==> config.mk <==
export PLATFORM = sky130hd
export DESIGN_NAME = cpu_bus_master
export DESIGN_NICKNAME = d
export VERILOG_FILES = /design/src/rtl/cpu_bus_pkg.sv /design/src/rtl/cpu_bus_lane_steer.sv /design/src/rtl/cpu_bus_master.sv
export SDC_FILE = /design/constraint.sdc
export NUM_CORES = 1
export LEC_CHECK = 0
export ABC_AREA = 1
export BUFFER_PORTS_ARGS = -buffer_cell sky130_fd_sc_hd__buf_2
export CELL_PAD_IN_SITES_DETAIL_PLACEMENT = 0
export CELL_PAD_IN_SITES_GLOBAL_PLACEMENT = 2
export CORE_ASPECT_RATIO = 1.4
export CORE_UTILIZATION = 27
export CTS_BUF_LIST = sky130_fd_sc_hd__clkbuf_16
export CTS_CLUSTER_DIAMETER = 150
export DETAILED_ROUTE_END_ITERATION = 16
export PLACE_DENSITY_LB_ADDON = 0.1
export SLEW_MARGIN = 20
export SYNTH_ARGS = -nofsm -noshare
export SYNTH_HDL_FRONTEND = slang
export SYNTH_HIERARCHICAL = 1
export SYNTH_SLANG_ARGS = --single-unit
==> constraint.sdc <==
create_clock -name clk -period 1.8 [get_ports clk]
set_clock_uncertainty 0.15 [all_clocks]
set_input_delay 0.09 -clock clk [delete_from_list [all_inputs] [get_ports clk]]
set_output_delay 0.09 -clock clk [all_outputs]
set_load 0.02 [all_outputs]
==> src/rtl/cpu_bus_pkg.sv <==
// Shared definitions for the CPU-to-Wishbone bus master.
//   - Access size encodings used on cpu_size.
//   - Master FSM state type.
//   - Alignment check used when a request is accepted.
package cpu_bus_pkg;

    localparam logic [1:0] SZ_BYTE  = 2'b00;
    localparam logic [1:0] SZ_HALF  = 2'b01;
    localparam logic [1:0] SZ_WORD  = 2'b10;
    localparam logic [1:0] SZ_DWORD = 2'b11;

    typedef enum logic [1:0] {
        ST_IDLE = 2'd0,
        ST_BUS  = 2'd1,
        ST_RESP = 2'd2
    } state_t;

    // True when the low address bits are not a multiple of the access size.
    function automatic logic is_misaligned(input logic [1:0] size, input logic [2:0] addr_lo);
        logic bad;
        case (size)
            SZ_HALF:  bad = addr_lo[0];
            SZ_WORD:  bad = |addr_lo[1:0];
            SZ_DWORD: bad = |addr_lo;
            default:  bad = 1'b0;
        endcase
        return bad;
    endfunction

endpackage

==> src/rtl/cpu_bus_lane_steer.sv <==
// Combinational byte-lane steering for the bus master.
// Request side (from the CPU inputs):
//   req_off, req_size, req_wdata -> sel (byte select), wdata_steered (lane-aligned data)
// Response side (from registered transfer info):
//   rsp_off, rsp_size, rsp_signed, bus_rdata -> rdata_ext (right-aligned, extended)
module cpu_bus_lane_steer
    import cpu_bus_pkg::*;
#(
    parameter int DATA_W = 32
) (
    input  logic [$clog2(DATA_W/8)-1:0] req_off,
    input  logic [1:0]                  req_size,
    input  logic [DATA_W-1:0]           req_wdata,
    input  logic [$clog2(DATA_W/8)-1:0] rsp_off,
    input  logic [1:0]                  rsp_size,
    input  logic                        rsp_signed,
    input  logic [DATA_W-1:0]           bus_rdata,
    output logic [DATA_W/8-1:0]         sel,
    output logic [DATA_W-1:0]           wdata_steered,
    output logic [DATA_W-1:0]           rdata_ext
);
    localparam int LANES = DATA_W / 8;

    logic [DATA_W-1:0] shifted;
    logic [DATA_W-1:0] keep;
    logic              sign_bit;

    // Enable 2^size contiguous lanes starting at the byte offset.
    always_comb begin
        sel           = LANES'((16'd1 << (5'd1 << req_size)) - 16'd1) << req_off;
        wdata_steered = req_wdata << {req_off, 3'b000};
    end

    // Bring the addressed bytes down to bit 0, keep only the access width and
    // fill the rest with copies of the top kept bit when a signed read asks for it.
    // A word on a 32-bit bus keeps every bit, so it never gets extended.
    always_comb begin
        shifted = bus_rdata >> {rsp_off, 3'b000};
        case (rsp_size)
            SZ_BYTE: begin
                keep     = DATA_W'(8'hFF);
                sign_bit = shifted[7];
            end
            SZ_HALF: begin
                keep     = DATA_W'(16'hFFFF);
                sign_bit = shifted[15];
            end
            SZ_WORD: begin
                keep     = DATA_W'(32'hFFFF_FFFF);
                sign_bit = shifted[31];
            end
            default: begin
                keep     = '1;
                sign_bit = 1'b0;
            end
        endcase
        rdata_ext = (shifted & keep) | ((rsp_signed && sign_bit) ? ~keep : '0);
    end

endmodule

==> src/rtl/cpu_bus_master.sv <==
// CPU-side master for a Wishbone classic bus, one transfer at a time.
// CPU side:  cpu_req/we/size/signed/addr/wdata in; cpu_rdata, cpu_ready (one-cycle
//            completion pulse) and cpu_err (failed transfer) out.
// Bus side:  wb_cyc_o/stb_o/we_o/adr_o/sel_o/dat_o out; wb_dat_i/ack_i/err_i in.
// Misaligned or illegal-size requests fail without a bus cycle; a watchdog aborts
// bus cycles that get no ack/err within TIMEOUT cycles (TIMEOUT = 0 disables it).
module cpu_bus_master
    import cpu_bus_pkg::*;
#(
    parameter int DATA_W  = 32,
    parameter int ADDR_W  = 32,
    parameter int TIMEOUT = 255
) (
    input  logic                clk,
    input  logic                reset,
    input  logic                cpu_req,
    input  logic                cpu_we,
    input  logic [1:0]          cpu_size,
    input  logic                cpu_signed,
    input  logic [ADDR_W-1:0]   cpu_addr,
    input  logic [DATA_W-1:0]   cpu_wdata,
    output logic [DATA_W-1:0]   cpu_rdata,
    output logic                cpu_ready,
    output logic                cpu_err,
    output logic                wb_cyc_o,
    output logic                wb_stb_o,
    output logic                wb_we_o,
    output logic [ADDR_W-1:0]   wb_adr_o,
    output logic [DATA_W/8-1:0] wb_sel_o,
    output logic [DATA_W-1:0]   wb_dat_o,
    input  logic [DATA_W-1:0]   wb_dat_i,
    input  logic                wb_ack_i,
    input  logic                wb_err_i
);
    localparam int LANES = DATA_W / 8;
    localparam int OFF_W = $clog2(LANES);
    localparam int CNT_W = (TIMEOUT > 1) ? $clog2(TIMEOUT) : 1;
    // The abort fires on the cycle whose increment would make the count reach TIMEOUT.
    localparam logic [CNT_W-1:0] TO_LAST = CNT_W'((TIMEOUT > 0) ? TIMEOUT - 1 : 0);

    state_t            state;
    logic [1:0]        size_q;
    logic              signed_q;
    logic [OFF_W-1:0]  off_q;
    logic [CNT_W-1:0]  count;

    logic [LANES-1:0]  steer_sel;
    logic [DATA_W-1:0] steer_wdata;
    logic [DATA_W-1:0] steer_rdata;
    logic              access_bad;
    logic              timed_out;

    assign access_bad = ((cpu_size == SZ_DWORD) && (DATA_W == 32)) ||
                        is_misaligned(cpu_size, cpu_addr[2:0]);
    assign timed_out  = (TIMEOUT != 0) && (count == TO_LAST);

    // Write steering works on the live CPU inputs so sel/data can be registered as the
    // request is taken; read extraction uses the offset/size captured with it.
    cpu_bus_lane_steer #(.DATA_W(DATA_W)) u_steer (
        .req_off       (cpu_addr[OFF_W-1:0]),
        .req_size      (cpu_size),
        .req_wdata     (cpu_wdata),
        .rsp_off       (off_q),
        .rsp_size      (size_q),
        .rsp_signed    (signed_q),
        .bus_rdata     (wb_dat_i),
        .sel           (steer_sel),
        .wdata_steered (steer_wdata),
        .rdata_ext     (steer_rdata)
    );

    always_ff @(posedge clk or negedge reset) begin
        if (!reset) begin
            state     <= ST_IDLE;
            size_q    <= '0;
            signed_q  <= 1'b0;
            off_q     <= '0;
            count     <= '0;
            cpu_rdata <= '0;
            cpu_ready <= 1'b0;
            cpu_err   <= 1'b0;
            wb_cyc_o  <= 1'b0;
            wb_stb_o  <= 1'b0;
            wb_we_o   <= 1'b0;
            wb_adr_o  <= '0;
            wb_sel_o  <= '0;
            wb_dat_o  <= '0;
        end else begin
            case (state)
                ST_IDLE: begin
                    cpu_ready <= 1'b0;
                    cpu_err   <= 1'b0;
                    if (cpu_req) begin
                        size_q   <= cpu_size;
                        signed_q <= cpu_signed;
                        off_q    <= cpu_addr[OFF_W-1:0];
                        if (access_bad) begin
                            state     <= ST_RESP;
                            cpu_ready <= 1'b1;
                            cpu_err   <= 1'b1;
                        end else begin
                            state    <= ST_BUS;
                            count    <= '0;
                            wb_cyc_o <= 1'b1;
                            wb_stb_o <= 1'b1;
                            wb_we_o  <= cpu_we;
                            wb_adr_o <= {cpu_addr[ADDR_W-1:OFF_W], {OFF_W{1'b0}}};
                            wb_sel_o <= steer_sel;
                            wb_dat_o <= steer_wdata;
                        end
                    end
                end
                ST_BUS: begin
                    if (wb_err_i || wb_ack_i || timed_out) begin
                        state     <= ST_RESP;
                        wb_cyc_o  <= 1'b0;
                        wb_stb_o  <= 1'b0;
                        wb_we_o   <= 1'b0;
                        cpu_ready <= 1'b1;
                        // A bus error beats an ack in the same cycle; an ack beats the watchdog.
                        cpu_err   <= wb_err_i || !wb_ack_i;
                        if (wb_ack_i && !wb_err_i && !wb_we_o) begin
                            cpu_rdata <= steer_rdata;
                        end
                    end else begin
                        count <= count + 1'b1;
                    end
                end
                ST_RESP: begin
                    state     <= ST_IDLE;
                    cpu_ready <= 1'b0;
                    cpu_err   <= 1'b0;
                end
                default: begin
                    state <= ST_IDLE;
                end
            endcase
        end
    end

endmodule

==> results.json <==
{
  "grt.total_usage_pct": 19.2,
  "drt_iter0_markers": 261,
  "cp.arrival_ns": 1.92,
  "dp.cells": 1351,
  "drv_cap": 0,
  "fin_crit_ns": 1.71,
  "ys_seq_area_share_pct": 47.5,
  "start_kind": "flip-flop",
  "cp_top_family": "simple AND/OR/NAND/NOR gates",
  "irDropWorstVdd_v": 0.000731,
  "fp.dieH_um": 181,
  "cts_htree_levels": 4,
  "routedWlPerCell_um": 14.7,
  "ant_nets": 0,
  "grt_overflow": 0,
  "drv_slew": 0,
  "worstSetupEndpointType": "flip-flop",
  "port_buffers": 207,
  "drive_above_1_share_pct": 25.6,
  "cp_max_fo": 8,
  "drcViolationCount": 0,
  "crit_required_ns": 2.01,
  "clkSinkCount": 117,
  "cp_cell_sequence": "nor2_2, buf_4, nand3_2, nand3_4, nand3_1, buf_6, nand2_1, nand3_1, nand2_1",
  "yosysUniqueCellTypes": 36,
  "hpwl_um": 15200,
  "cts_buffer_depth": 2,
  "whs_ns": -0.00637,
  "drt_wl_total_um": 21700,
  "grt_start_max_net_pins": 49,
  "row_count": 65,
  "synth_seq_cells": 117,
  "final_common_cell": "nand2_1",
  "postPlaceCellArea_sq_mm": 0.00766,
  "dieArea_sq_mm": 0.0234,
  "critPathSlowestCell": "dfrtp_2",
  "area_delta_synth_final_pct": 49.6,
  "grt_pass1_vias": 6659,
  "finalSetupTns_ns": 0,
  "clkLatencyLatePin_ns": 0.42,
  "numCtsBuffers": 17,
  "timing.fmax_mhz": 584,
  "hold_class": "primary input to flip-flop",
  "setup_viol": 0,
  "r2r_start": "off_q[0]$_DFFE_PN0P_",
  "die_x_um": 130,
  "crit_path_start": "off_q[0]$_DFFE_PN0P_",
  "drtPass1Iterations": 4,
  "globalplace.congestion": 0.770,
  "synth.avg_cell_area_sq_um": 7.21,
  "violations": "negative hold slack",
  "crit_path_max_incr_delay_ns": 0.47,
  "clk_pin_slew_ns": 0.06,
  "worst_hold_startpoint": "wb_dat_i[22]",
  "fin_nets": 1267,
  "outcome": "complete, but fails checks",
  "hold_viol_final": 1,
  "cts_tree": "yes",
  "mostFrequentLayoutCells": "407 x nand2_1, 206 x buf_2, 116 x dfrtp_1",
  "antenna_cells": 0,
  "via_per_inst": 4.40,
  "powerDensity_mw_per_mm2": 1550,
  "yosysWarnings": 6,
  "period_share_pct": 95.1,
  "syn_inst": 854,
  "critPathKind": "flip-flop to flip-flop",
  "worst-path-buf-inv": 2,
  "vias": 6472,
  "initial_core_util_pct": 27.4,
  "antenna_found_initial": 0,
  "stdcell_count": 1471,
  "synth.area.top_cells": "dfrtp_1 48%, nand2_1 25%, nand3_1 4.1%",
  "p_leak_nw": 5.18,
  "io_pins": 210,
  "synthesis.area_sq_mm": 0.00616,
  "yosysTopAreaCell": "dfrtp_1",
  "stdcell_area_sq_mm": 0.00922,
  "core_sq_mm": 0.0224,
  "root_buffer": "clkbuf_16",
  "netlist.area_leader.share_pct": 47.5,
  "grt_pass1_wl_um": 34500
}
[power by group]
| part | internal (mW) | leakage (nW) | switching [mW] |
|---|---|---|---|
| Combinational | 2.20 | 3.35 | 4.06 |
| Sequential | 3.65 | 1.51 | 0.614 |
| Clock | 2.44 | 0.313 | 1.28 |
[worst min-delay path: stages]
cell and delay, ns:
buf_2 0.09, o21ai_1 0.07, inv_1 0.06, nand2_1 0.04
nand2_1 0.05, nand3_1 0.07, nand2_1 0.06
[cells in the mapped netlist]
library cell	n
a21oi_1	26
a21oi_4	1
a22oi_1	8
a31oi_1	1
and2_1	1
buf_1	1
buf_2	18
buf_4	9
buf_6	2
clkbuf_1	16
clkinv_1	1
conb_1	1
dfrtp_1	117
ha_1	5
inv_1	56
inv_2	1
mux2_2	3
mux2i_1	1
nand2_1	409
nand2_2	3
nand2_4	2
nand3_1	50
nand3_2	2
nand3_4	1
nand4_1	1
nor2_1	62
nor2_2	2
nor2_4	1
nor3_1	2
nor3_2	1
o21ai_0	33
o21bai_1	2
o221ai_1	7
o22ai_1	6
o32ai_1	1
or2_1	1
[state kept, by name, indices dropped and copies added (netlist names)]
register,cells
wb_adr_o,30
state,2
wb_dat_o,32
count,8
cpu_rdata,32
off_q,2
signed_q,1
wb_sel_o,4
wb_stb_o,1
cpu_err,1
cpu_ready,1
wb_we_o,1
size_q,2
[worst paths after layout]
kind                            cells past startpoint  slack, ns                   endpoint
max in group asynchronous                           3       0.91   wb_adr_o[14]$_DFFE_PN0P_
worst max register to register                      9       0.09  cpu_rdata[12]$_DFFE_PN0P_
worst max-delay path                                9       0.09  cpu_rdata[12]$_DFFE_PN0P_
worst min-delay path                                7     -0.006  cpu_rdata[22]$_DFFE_PN0P_
min in group asynchronous                           2       0.02       count[7]$_DFFE_PN0P_
worst min register to register                      2       0.31  cpu_rdata[22]$_DFFE_PN0P_
[metal layers]
layer / global-route usage, % / vias up / part of all wire, %
met4: 7.26 / 0 / 2.1
met3: 4.26 / 29 / 4.7
met2: 34.4 / 172 / 52
met5: 0 / - / 0
li1: - / 3280 / -
met1: 21.9 / 2991 / 41
[cell type report]
type	count	area, sq um
Clock inverter	15	211
Fill cell	2483	13200
Clock buffer	17	425
Sequential cell	117	2930
Inverter	58	220
Tap cell	301	377
Timing Repair Buffer	328	2240
Multi-Input combinational cell	635	2820
[kinds of logic (layout without fill, tap and decap cells)]
kind of cell    count (synthesis)  count (layout)  share of synthesized area (%)
mux                             4               4                          0.711
flops                         117             117                           47.5
simple gates                  538             539                           35.1
buf+inv                       104             418                           7.50
fa+ha+maj                       5               5                           1.02
other cells                     1               2                         0.0609
compound gates                 85              85                           8.13
[metrics by stage]
step | power (mW) | setup slack [ns] | util [%]
floorplan | 8.00 | 0.162 | -
global placement | 10.3 | 0.0607 | 34.1
detailed placement | 10.3 | 0.0252 | 34.1
CTS | 14.3 | 0.0130 | 40.7
global route | 15.3 | -0.00151 | 41.1
finish | 14.2 | 0.0888 | 41.1
[repair_timing]
item                       in CTS  in global routing
hold endpoints to repair      201                  0
gates resized for setup         0                 18
setup buffers                   0                  3
hold buffers                   84                  0
setup endpoints to repair       0                 34
Note: power is estimated with default switching activity, not from simulation.
